`config.mk`:
```
export PLATFORM = sky130hd
export DESIGN_NAME = bus_distributor_flat
export DESIGN_NICKNAME = d
export VERILOG_FILES = /design/src/rtl/bus_distributor_pkg.sv /design/src/rtl/bus_distributor_if.sv /design/src/rtl/bus_distributor_dist_slot.sv /design/src/rtl/bus_distributor.sv /design/src/flat_wrapper.sv
export SDC_FILE = /design/constraint.sdc
export NUM_CORES = 1
export LEC_CHECK = 0
export ABC_AREA = 1
export ABC_CLOCK_PERIOD_IN_PS = 1600
export BUFFER_PORTS_ARGS = -buffer_cell sky130_fd_sc_hd__buf_2
export CAP_MARGIN = 10
export CORE_MARGIN = 2
export CORE_UTILIZATION = 35
export CTS_CLUSTER_DIAMETER = 80
export DETAILED_ROUTE_END_ITERATION = 10
export PLACE_DENSITY = 0.58
export SKIP_CTS_REPAIR_TIMING = 1
export SYNTH_ARGS = -nofsm -noshare
export SYNTH_HDL_FRONTEND = slang
export SYNTH_SLANG_ARGS = --single-unit
```
`constraint.sdc`:
```
create_clock -name clk -period 1.6 [get_ports clk]
set_input_delay 0.32 -clock clk [delete_from_list [all_inputs] [get_ports clk]]
set_output_delay 0.32 -clock clk [all_outputs]
set_load 0.03 [all_outputs]
```
`src/rtl/bus_distributor_pkg.sv`:
```
`default_nettype none
// ============================================================================
//  Module      : bus_distributor_pkg
//  Description : Shared constants and the one-hot select decoder used by the
//                distributor and by the ALU-side encoder logic.
//  Revision    : 1.0 - initial release
// ============================================================================
package bus_distributor_pkg;

    localparam int c_ONEHOT_W = 4;
    localparam int c_NUM_CH   = 4;

    // Decoded destination: legal is set only for exactly one bit high.
    typedef struct packed {
        logic       legal;
        logic [1:0] idx;
    } sel_dec_t;

    // Zero or multi-hot selects report illegal with index 0.
    function automatic sel_dec_t onehot_decode(input logic [c_ONEHOT_W-1:0] sel);
        sel_dec_t r;
        r.legal = 1'b0;
        r.idx   = 2'd0;
        case (sel)
            4'b0001: begin r.legal = 1'b1; r.idx = 2'd0; end
            4'b0010: begin r.legal = 1'b1; r.idx = 2'd1; end
            4'b0100: begin r.legal = 1'b1; r.idx = 2'd2; end
            4'b1000: begin r.legal = 1'b1; r.idx = 2'd3; end
            default: begin r.legal = 1'b0; r.idx = 2'd0; end
        endcase
        return r;
    endfunction

endpackage
`default_nettype wire

```
`src/rtl/bus_distributor_if.sv`:
```
`default_nettype none
// ============================================================================
//  Module      : bus_distributor_if
//  Description : Producer-side input bus, four consumer channels and the
//                illegal-select error outputs of the distributor.
//  Revision    : 1.0 - initial release
// ============================================================================
interface bus_distributor_if #(
    parameter int W     = 8,
    parameter int ERR_W = 8
);
    import bus_distributor_pkg::*;

    logic                           in_valid;
    logic                           in_ready;
    logic [W-1:0]                   in_data;
    logic [c_ONEHOT_W-1:0]          in_sel;
    logic [c_NUM_CH-1:0]            out_valid;
    logic [c_NUM_CH-1:0]            out_ready;
    logic [c_NUM_CH*W-1:0]          out_data;
    logic                           err_pulse;
    logic [ERR_W-1:0]               err_count;

    // Distributor side.
    modport slave (
        input  in_valid, in_data, in_sel, out_ready,
        output in_ready, out_valid, out_data, err_pulse, err_count
    );

    // Producer / consumer side.
    modport master (
        output in_valid, in_data, in_sel, out_ready,
        input  in_ready, out_valid, out_data, err_pulse, err_count
    );

endinterface
`default_nettype wire

```
`src/rtl/bus_distributor_dist_slot.sv`:
```
`default_nettype none
// ============================================================================
//  Module      : dist_slot
//  Description : Single-entry valid/ready holding register. Supports load,
//                drain and simultaneous load+drain without a bubble.
//  Revision    : 1.0 - initial release
// ============================================================================
module dist_slot #(
    parameter int W = 8
) (
    input  wire logic         clk,
    input  wire logic         rst_n,
    input  wire logic         load_i,
    input  wire logic [W-1:0] data_i,
    input  wire logic         ready_i,
    output logic              valid_o,
    output logic [W-1:0]      data_o
);

    logic         valid_q, valid_d;
    logic [W-1:0] data_q,  data_d;

    // Next state: a load wins (covers pass-through), otherwise drain on ready.
    // The top only loads when the slot is empty or being drained.
    always_comb begin
        valid_d = valid_q;
        data_d  = data_q;
        if (load_i) begin
            valid_d = 1'b1;
            data_d  = data_i;
        end else if (ready_i) begin
            valid_d = 1'b0;
        end
    end

    // State register with synchronous active-low clear.
    always_ff @(posedge clk) begin
        if (!rst_n) begin
            valid_q <= 1'b0;
            data_q  <= '0;
        end else begin
            valid_q <= valid_d;
            data_q  <= data_d;
        end
    end

    assign valid_o = valid_q;
    assign data_o  = data_q;

endmodule
`default_nettype wire

```
`src/rtl/bus_distributor.sv`:
```
`default_nettype none
// ============================================================================
//  Module      : bus_distributor
//  Description : Registered 1-to-4 demultiplexer. Legal one-hot selects load
//                one channel slot; illegal selects are dropped and counted.
//                in_ready depends combinationally on in_sel and out_ready.
//  Revision    : 1.0 - initial release
// ============================================================================
module bus_distributor
    import bus_distributor_pkg::*;
#(
    parameter int W     = 8,
    parameter int ERR_W = 8
) (
    input  wire logic           clk,
    input  wire logic           rst_n,
    bus_distributor_if.slave    bus
);

    sel_dec_t                w_dec;
    logic                    w_tgt_busy;
    logic                    w_accept;
    logic                    w_drop;
    logic [c_NUM_CH-1:0]     w_load;
    logic [c_NUM_CH-1:0]     w_valid;
    logic [c_NUM_CH*W-1:0]   w_data;

    logic                    err_pulse_q, err_pulse_d;
    logic [ERR_W-1:0]        err_count_q, err_count_d;

    // Decode the destination select.
    always_comb begin
        w_dec = onehot_decode(bus.in_sel);
    end

    // Only a legal select whose slot is full and not draining stalls.
    assign w_tgt_busy   = w_valid[w_dec.idx] & ~bus.out_ready[w_dec.idx];
    assign bus.in_ready = rst_n & (~w_dec.legal | ~w_tgt_busy);
    assign w_accept     = bus.in_valid & bus.in_ready;
    assign w_drop       = w_accept & ~w_dec.legal;

    generate
        for (genvar i = 0; i < c_NUM_CH; i++) begin : g_slot
            assign w_load[i] = w_accept & w_dec.legal & (w_dec.idx == 2'(i));

            dist_slot #(.W(W)) u_slot (
                .clk     (clk),
                .rst_n   (rst_n),
                .load_i  (w_load[i]),
                .data_i  (bus.in_data),
                .ready_i (bus.out_ready[i]),
                .valid_o (w_valid[i]),
                .data_o  (w_data[i*W +: W])
            );
        end
    endgenerate

    assign bus.out_valid = w_valid;
    assign bus.out_data  = w_data;

    // Error next state: pulse follows a dropped transfer, count saturates.
    always_comb begin
        err_pulse_d = w_drop;
        err_count_d = err_count_q;
        if (w_drop && (err_count_q != {ERR_W{1'b1}})) begin
            err_count_d = err_count_q + {{(ERR_W-1){1'b0}}, 1'b1};
        end
    end

    // Error state register with synchronous active-low clear.
    always_ff @(posedge clk) begin
        if (!rst_n) begin
            err_pulse_q <= 1'b0;
            err_count_q <= '0;
        end else begin
            err_pulse_q <= err_pulse_d;
            err_count_q <= err_count_d;
        end
    end

    assign bus.err_pulse = err_pulse_q;
    assign bus.err_count = err_count_q;

endmodule
`default_nettype wire
```
`src/flat_wrapper.sv`:
```
// flat-port wrapper written by rule: the top's interface ports become plain ports
module bus_distributor_flat import bus_distributor_pkg::*;
#(
    parameter int W     = 8,
    parameter int ERR_W = 8
)
  (clk, rst_n, bus_in_valid, bus_in_data, bus_in_sel, bus_out_ready, bus_in_ready, bus_out_valid, bus_out_data, bus_err_pulse, bus_err_count);
  bus_distributor_if #(.W(W), .ERR_W(ERR_W)) bus_i ();
  input  wire logic clk;
  input  wire logic rst_n;
  input wire logic [$bits(bus_i.in_valid)-1:0] bus_in_valid;
  input wire logic [$bits(bus_i.in_data)-1:0] bus_in_data;
  input wire logic [$bits(bus_i.in_sel)-1:0] bus_in_sel;
  input wire logic [$bits(bus_i.out_ready)-1:0] bus_out_ready;
  output wire logic [$bits(bus_i.in_ready)-1:0] bus_in_ready;
  output wire logic [$bits(bus_i.out_valid)-1:0] bus_out_valid;
  output wire logic [$bits(bus_i.out_data)-1:0] bus_out_data;
  output wire logic [$bits(bus_i.err_pulse)-1:0] bus_err_pulse;
  output wire logic [$bits(bus_i.err_count)-1:0] bus_err_count;
  assign bus_i.in_valid = bus_in_valid;
  assign bus_i.in_data = bus_in_data;
  assign bus_i.in_sel = bus_in_sel;
  assign bus_i.out_ready = bus_out_ready;
  assign bus_in_ready = bus_i.in_ready;
  assign bus_out_valid = bus_i.out_valid;
  assign bus_out_data = bus_i.out_data;
  assign bus_err_pulse = bus_i.err_pulse;
  assign bus_err_count = bus_i.err_count;
  bus_distributor #(.W(W), .ERR_W(ERR_W)) u_core (.clk(clk), .rst_n(rst_n), .bus(bus_i));
endmodule
```
Yosys cells after proc, flatten, opt, wreduce, memory -nomap -nowiden

Index checks and enable logic that the tools add are counted.

$add $sub $neg: 1
Reductions and logical operators: 6
Muxes and demuxes: 13
Order comparisons: 1
Bitwise operators: 13
Eq/ne operators: 8

Operators by type and width:

| operator                                                               | number |
|---|---|
| 3-bit one-hot mux with 4 select lines                                  | 1 |
| 1-bit two-way mux                                                      | 10 |
| 1-bit bitwise AND                                                      | 9 |
| 8-bit by 1-bit adder with 8-bit output (second input constant)         | 1 |
| 8-bit != test (second input constant)                                  | 1 |
| 2-bit nonzero test                                                     | 4 |
| 1-bit binary-select mux with 2-bit select                              | 2 |
| 2-bit equality test (second input constant)                            | 2 |
| 4-bit by 1-bit equality test with 1-bit output (second input constant) | 1 |
| 4-bit by 2-bit equality test with 1-bit output (second input constant) | 1 |
| 4-bit by 3-bit equality test with 1-bit output (second input constant) | 1 |
| 4-bit equality test (second input constant)                            | 1 |
| 2-bit by 3-bit < comparator with 1-bit output (second input constant)  | 1 |
| 1-bit inverter                                                         | 3 |
| 2-bit by 1-bit equality test with 1-bit output (second input constant) | 1 |
| 2-bit logical NOT                                                      | 1 |
| 1-bit logical AND                                                      | 1 |
| 1-bit OR                                                               | 1 |

Register bits after elaboration: 45
Word-level logic and storage cells: 52
Bits of input ports: 19

Longest topological paths before layout

Gate-level depths: netlist of run 1.

Depth in word-level cells: 13
Mapped depth: 13

Modules after synthesis

From an unflattened synthesis of run 1, not the netlist that was laid out.

Cell total of the unflattened synthesis: 253
Area total of the unflattened synthesis: 1,866.8 sq um

Modules (own cells, without submodules):

| module          | cells each | area each (sq um) | sequential area each (sq um) | instances |
|---|---|---|---|---|
| dist_slot       | 38         | 304.0             | 180.2                        | 4 |
| bus_distributor | 101        | 650.6             | 180.2                        | 1 |

Worst setup path after synthesis of run 1

Ideal clock, no wire load.

Kind: input -> output
Start: in bus_in_sel[1]
End: out bus_in_ready
Stages: 9
Required time: 1.280 ns
Setup slack: -0.193 ns
Data arrival time: 1.473 ns
Path through: inv_1 nor2_1 nand2_4 inv_2 nor2_4 nand2_2 nand4_1 a21oi_1 a21oi_1

Cells in the longest elaborated chain, start to end: 9
Elaborated cells between the ends (all ways): 15
Those cells by class: eq/ne (4); mux (5); bitwise (6)

RTL lines:

| what                                              | line                      | RTL |
|---|---|---|
| start, declared                                   | flat_wrapper.sv:13        | `input wire logic [$bits(bus_i.in_sel)-1:0] bus_in_sel;` |
| 4-bit equality test, or another cell as far along | bus_distributor_pkg.sv:24 | `case (sel)` |
| 3-bit one-hot mux with 4 select lines (*)         | bus_distributor_pkg.sv:24 |  |
| 1-bit binary-select mux with 2-bit select         | bus_distributor.sv:37     | `assign w_tgt_busy = w_valid[w_dec.idx] & ~bus.out_ready[w_dec.idx];` |
| 1-bit two-way mux (implied by the code)           | bus_distributor.sv:37     |  |
| 1-bit inverter                                    | bus_distributor.sv:37     |  |
| 1-bit bitwise AND                                 | bus_distributor.sv:37     |  |
| 1-bit inverter                                    | bus_distributor.sv:38     | `assign bus.in_ready = rst_n & (~w_dec.legal \| ~w_tgt_busy);` |
| 1-bit OR (*)                                      | bus_distributor.sv:38     |  |
| 1-bit bitwise AND (*)                             | bus_distributor.sv:38     |  |
| end, declared                                     | flat_wrapper.sv:15        | `output wire logic [$bits(bus_i.in_ready)-1:0] bus_in_ready;` |

Mark *: on every way between the ends. The rest lies on a longest branch, timed or not. The select of a mux whose other input is x is not followed.

Worst setup path in the final report of run 1

Same ends and word-level chain as after synthesis.

==> flow_metrics.tcl, run 1 <==
set metrics [dict create \
    syn_inst 295 \
    die_y_um 81.8 \
    max_slew_margin_pct 69.6 \
    num_antenna_cells 0 \
    ys_types 22 \
    whs_ns 0.339 \
    clock_skew_ns 0.00357 \
    grt_pass1_wl_mm 7.97 \
    routedWlPerCell_um 12.6 \
    r2r_slack_ns -0.03 \
    tns_ns -1.28 \
    place.gp.congestion 0.848 \
    finalHoldViolations 0 \
    startpoint_type "primary input" \
    drv_cap 0 \
    nFillCells 573 \
    max_freq_mhz 591 \
    rows 28 \
    endpoint_kind "output port" \
    first_pass_iters 4 \
    core_area_um2 5890 \
    crit_fanout 6 \
    syn_nets 315 \
    status "complete, but fails checks" \
    ys_seq_area_share_pct 42.5 \
    clk_pin_slew_ns 0.08 \
    fin_crit_ns 1.69 \
    grt_overflow 0 \
    synth-seq-cells 45 \
    fp.dieW_um 81.8 \
    num_vias 2161 \
    synth_warnings 0 \
    die_area_um2 6690 \
    h-tree-depth 2 \
    drive_above_1_share_pct 48.4 \
    hpwlAfterDp_mm 3.81 \
    arrival_ns 1.37 \
    clockBufferDepth 2 \
    clk_latency_ns 0.29 \
    tritoncts "done" \
    path_class "primary input to output port" \
    wirelength_mm 5.72 \
    power.density_nw_per_um2 699 \
    setup_viol 33 \
    drtIter0Drc 116 \
    grt_pass1_vias 1798 \
    violations "setup timing" \
    cp.required_ns 1.28 \
    p_leak_nw 1.43 \
    drv_slew 0 \
    grt_max_degree 33 \
    via_per_inst 4.75 \
    vdd_drop_max_uv 455 \
    syn_area_per_cell_um2 7.18 \
    antenna_found_initial 0 \
    cts.sinks 45 \
    drc 0 \
    grtUsageTotal_pct 15.3 \
    nets 400 \
    clock-root-buffer "clkbuf_8" \
    postRouteAntennaNets 0 \
    numPortBuffers 64 \
    worst_pin_slew_ns 0.455 \
    start_util_pct 36.0 \
    timing.final.crit_share_pct 106 \
    area_growth_pct 49.0 \
    synth_area_um2 2120 \
    numCtsBuffers 5 \
    final.setup.worst_slack_ns -0.0928 \
    ios 65 \
    hold_class "primary input to register" \
    grt_setup_unrepaired "yes" \
]
through the flow:
| stage | cells | power [mW] | setup WS [ns] | cell area (um2) | util [%] |
|---|---|---|---|---|---|
| 3_3_place_gp | 435 | 1.46 | -0.207 | 2630 | 44.6 |
| 5_1_grt | 455 | 2.31 | -0.177 | 3160 | 53.6 |
| 3_5_place_dp | 435 | 1.46 | -0.245 | 2630 | 44.6 |
| 2_1_floorplan | 295 | 1.36 | -0.0107 | 2190 | - |
| 6_report | 455 | 2.21 | -0.0928 | 3160 | 53.6 |
| 4_1_cts | 442 | 2.15 | -0.178 | 2710 | 46.1 |
layer usage:
layer  track usage (%)  vias to the layer above  share of wire (%)
met3              5.16                       11                6.4
met1              19.1                     1003                 42
met2              24.6                       51                 49
met5                 0                        -                  0
li1                  -                     1096                  -
met4              5.50                        0                1.7
registers in the layout, indices dropped and copies added, names as in the netlist:
| register | count |
|---|---|
| u_core.g_slot.u_slot.data_o | 32 |
| u_core.bus.err_count | 8 |
| u_core.g_slot.u_slot.valid_o | 4 |
| u_core.bus.err_pulse | 1 |
layout by cell type, fill, tap and decap left out, drive strengths merged, types with 4 or more instances in the layout:
cell type and n:
a21oi 8, buf 87, clkbuf 9, dfxtp 45
inv 28, nand2 42, nand3 45, nor2 97
nor3 6, o21ai 4
power breakdown:
part	internal, mW	switching, mW	total (mW)
combinational	0.138	0.224	0.362
sequential	1.13	0.0107	1.15
clock	0.343	0.357	0.700
total	1.62	0.591	2.21
cell usage after synthesis:
master	count	share of area, %
nand3_2	3	1.4
dfxtp_1	45	43
inv_1	26	4.6
buf_2	5	1.2
inv_2	2	0.35
ha_1	1	0.59
nor2_1	83	15
buf_6	3	1.6
nor2_2	5	1.5
o21a_1	2	0.71
nand3_1	42	9.9
nand2_4	2	1.1
nand2_2	3	0.89
nand4_1	2	0.59
o21ai_0	4	0.95
nor2_4	8	4.3
and3_1	3	0.89
nand2_1	37	6.6
nor3_1	6	1.4
nand4_4	1	1.0
a21oi_1	8	1.9
buf_4	4	1.4
worst paths after layout:
check	end	start	cells after the start
worst min-delay path	u_core.g_slot[1].u_slot.valid_o	bus_out_ready[1]	4
worst max register to register	u_core.g_slot[2].u_slot.data_o[2]	u_core.g_slot[3].u_slot.valid_o	11
worst max-delay path	bus_in_ready	bus_in_sel[1]	10
worst min register to register	u_core.g_slot[0].u_slot.data_o[4]	u_core.g_slot[0].u_slot.data_o[4]	2
kinds of logic (layout without fill, tap and decap cells):
family | after synthesis | after routing | share of synthesized area, %
simple gates | 195 | 196 | 44.2
flops | 45 | 45 | 42.5
buf+inv | 40 | 124 | 9.16
compound gates | 14 | 14 | 3.54
fa+ha+maj | 1 | 1 | 0.591
worst max-delay path, cell delays in order:
cell	delay, ns
buf_8	0.10
nor2_4	0.21
nand2_4	0.10
nand2_4	0.10
nor2_4	0.04
nand2_2	0.05
nand4_1	0.11
a21oi_2	0.14
a21oi_2	0.07
buf_6	0.13
final cells by class:
type | count | area [um2] | share of cell area (%)
clock buffer | 7 | 86.3 | 2.74
inverter | 28 | 120 | 3.81
multi-input combinational | 211 | 1340 | 42.4
sequential | 45 | 911 | 28.9
tap | 75 | 93.8 | 2.97
timing repair buffer | 89 | 606 | 19.2
Power figures use the tool's default switching activity.
==> inputs of run 2 (changes only) <==
SETUP_SLACK_MARGIN = 0.1   (was default)
==> run 2 against run 1 <==
The flow still finishes with violations (setup timing). Via count fell by 2.5%. Sequential share of layout area up 1.6 points. Total power grew 7.0%. Clock power is 25% higher. Worst setup slack lost 0.014 ns. Final cell count rose by 0.66%. Non-clock buffer count fell by 1. Largest power group unchanged.
==> flow_metrics.tcl, run 2 (same netlist as run 1, synthesis figures left out) <==
set metrics [dict create \
    max_freq_mhz 586 \
    first_pass_iters 4 \
    timing.final.crit_share_pct 107 \
    clockBufferDepth 2 \
    h-tree-depth 2 \
    cpMaxStageDelayCell "nor2_4" \
    intPower_mw 1.74 \
    tns_ns -0.106 \
    p_leak_nw 1.45 \
    p_sw_share_pct 26.5 \
    ios 65 \
    largest_reg_flops 32 \
    antenna_found_initial 0 \
    wirelength_mm 5.39 \
    fin_crit_ns 1.71 \
    tritoncts "done" \
    routedWlPerCell_um 11.8 \
    finalPower_mw 2.36 \
    grt_pass1_vias 1724 \
    clock-root-buffer "clkbuf_8" \
    hold_class "primary input to register" \
    crit_family "simple AND/OR/NAND/NOR gates" \
    clock_skew_ns 0.00710 \
    drv_cap 0 \
    path_cells "buf_8 > nor2_4 > nand2_4 > nand2_4 > nor2_4 > nand2_2 > nand4_1 > a21oi_2 > a21oi_4 > buf_6" \
    drive_above_1_share_pct 38.1 \
    endpoint_kind "output port" \
    numPortBuffers 64 \
    cp.required_ns 1.28 \
    grtUsageTotal_pct 15.2 \
    combPwrFrac_pct 14.4 \
    rows 28 \
    nets 402 \
    grt_overflow 0 \
    final.setup.worst_slack_ns -0.106 \
    critPathMaxStageDelay_ns 0.19 \
    status "complete, but fails checks" \
    postRouteAntennaNets 0 \
    start_util_pct 36.0 \
    die_y_um 81.8 \
    hpwlAfterDp_mm 3.75 \
    final_cell_mix "81 x nor2_1, 59 x buf_2, 39 x dfxtp_1" \
    num_antenna_cells 0 \
    fp.dieW_um 81.8 \
    vdd_drop_max_uv 391 \
    grt_max_degree 33 \
    die_area_um2 6690 \
    grt_pass1_wl_mm 7.87 \
    worst_pin_slew_ns 0.254 \
    place.gp.congestion 0.801 \
    path_class "primary input to output port" \
    violations "setup timing" \
    finalHoldViolations 0 \
    crit_fanout 4 \
    clk_pin_slew_ns 0.09 \
    clkPwrFrac_pct 37.0 \
    via_per_inst 4.60 \
    drc 0 \
    arrival_ns 1.39 \
    drv_slew 0 \
    switchingPower_mw 0.625 \
    final_common_cell "nor2_1" \
    grt_setup_unrepaired "yes" \
    critPathBufInv 2 \
    power.density_nw_per_um2 788 \
    startpoint_type "primary input" \
    numCtsBuffers 5 \
    core_area_um2 5890 \
    p_seq_share_pct 48.5 \
    setup_viol 1 \
    num_vias 2107 \
    cts.sinks 45 \
    clk_latency_ns 0.30 \
    drtIter0Drc 90 \
    area_growth_pct 41.5 \
    max_slew_margin_pct 83.1 \
]
## run 2: cell count changes in the layout (fill, tap and decap cells not counted), moves of 3 or more
cell | before | now
nand2_1 | 26 | 37
nand2_2 | 12 | 1
nand3_1 | 8 | 38
nand3_2 | 33 | 7
nand3_4 | 4 | 0
nor2_2 | 6 | 3
nor2_4 | 12 | 16
## run 2: power groups by stage
stage | clock [mW] | sequential (mW) | combinational, mW
after floorplan | 0 | 1.20 | 0.163
after global placement | 0 | 1.17 | 0.294
after detailed placement | 0 | 1.17 | 0.296
after CTS | 0.901 | 1.15 | 0.297
after global routing | 0.954 | 1.15 | 0.371
final | 0.874 | 1.15 | 0.341
## run 2: layout make-up
class | instances | area [um2]
fillers | 621 | 2890
multi-input cells | 214 | 1180
flip-flops and latches | 45 | 913
repair buffers | 88 | 572
inverters | 28 | 130
well taps | 75 | 93.8
clock buffers | 5 | 68.8
clock inverters | 3 | 43.8
## run 2: worst register-to-register path, delay by kind of cell (launching register included)
kind	cells	cell delay, ns
buffers and inverters	1	0.19
DFF	1	0.33
and+or+nand+nor	10	0.86
## run 2: routing by layer
metal / part of all wire, % / track usage (%) / up-vias / wire length, um
met2: 47 / 23.7 / 59 / 2550
li1: - / - / 1105 / -
met4: 0.89 / 4.00 / 0 / 48
met5: 0 / 0 / - / 0
met3: 6.3 / 3.96 / 6 / 338
met1: 46 / 20.8 / 937 / 2450
## run 2: per-stage QoR
step | setup WS, ns | hold slack [ns] | util [%] | instance area (um2) | std cells
2_1_floorplan | 0.0483 | 0.485 | - | 2230 | 295
3_5_place_dp | -0.280 | 0.442 | 45.4 | 2670 | 436
4_1_cts | -0.253 | 0.318 | 47.3 | 2790 | 444
6_report | -0.106 | 0.327 | 50.9 | 3000 | 458
3_3_place_gp | -0.245 | 0.436 | 45.4 | 2670 | 436
5_1_grt | -0.157 | 0.337 | 50.9 | 3000 | 458
## run 2: path summary, 6_finish.rpt
kind                                        start                           endpoint  slack [ns]  cells after the start
setup / recovery                    bus_in_sel[1]                       bus_in_ready       -0.11                     10
hold / removal                   bus_out_ready[1]    u_core.g_slot[1].u_slot.valid_o        0.33                      4
setup reg to reg  u_core.g_slot[3].u_slot.valid_o  u_core.g_slot[0].u_slot.data_o[3]        0.11                     11
hold reg to reg           u_core.bus.err_count[3]            u_core.bus.err_count[3]        0.45                      1
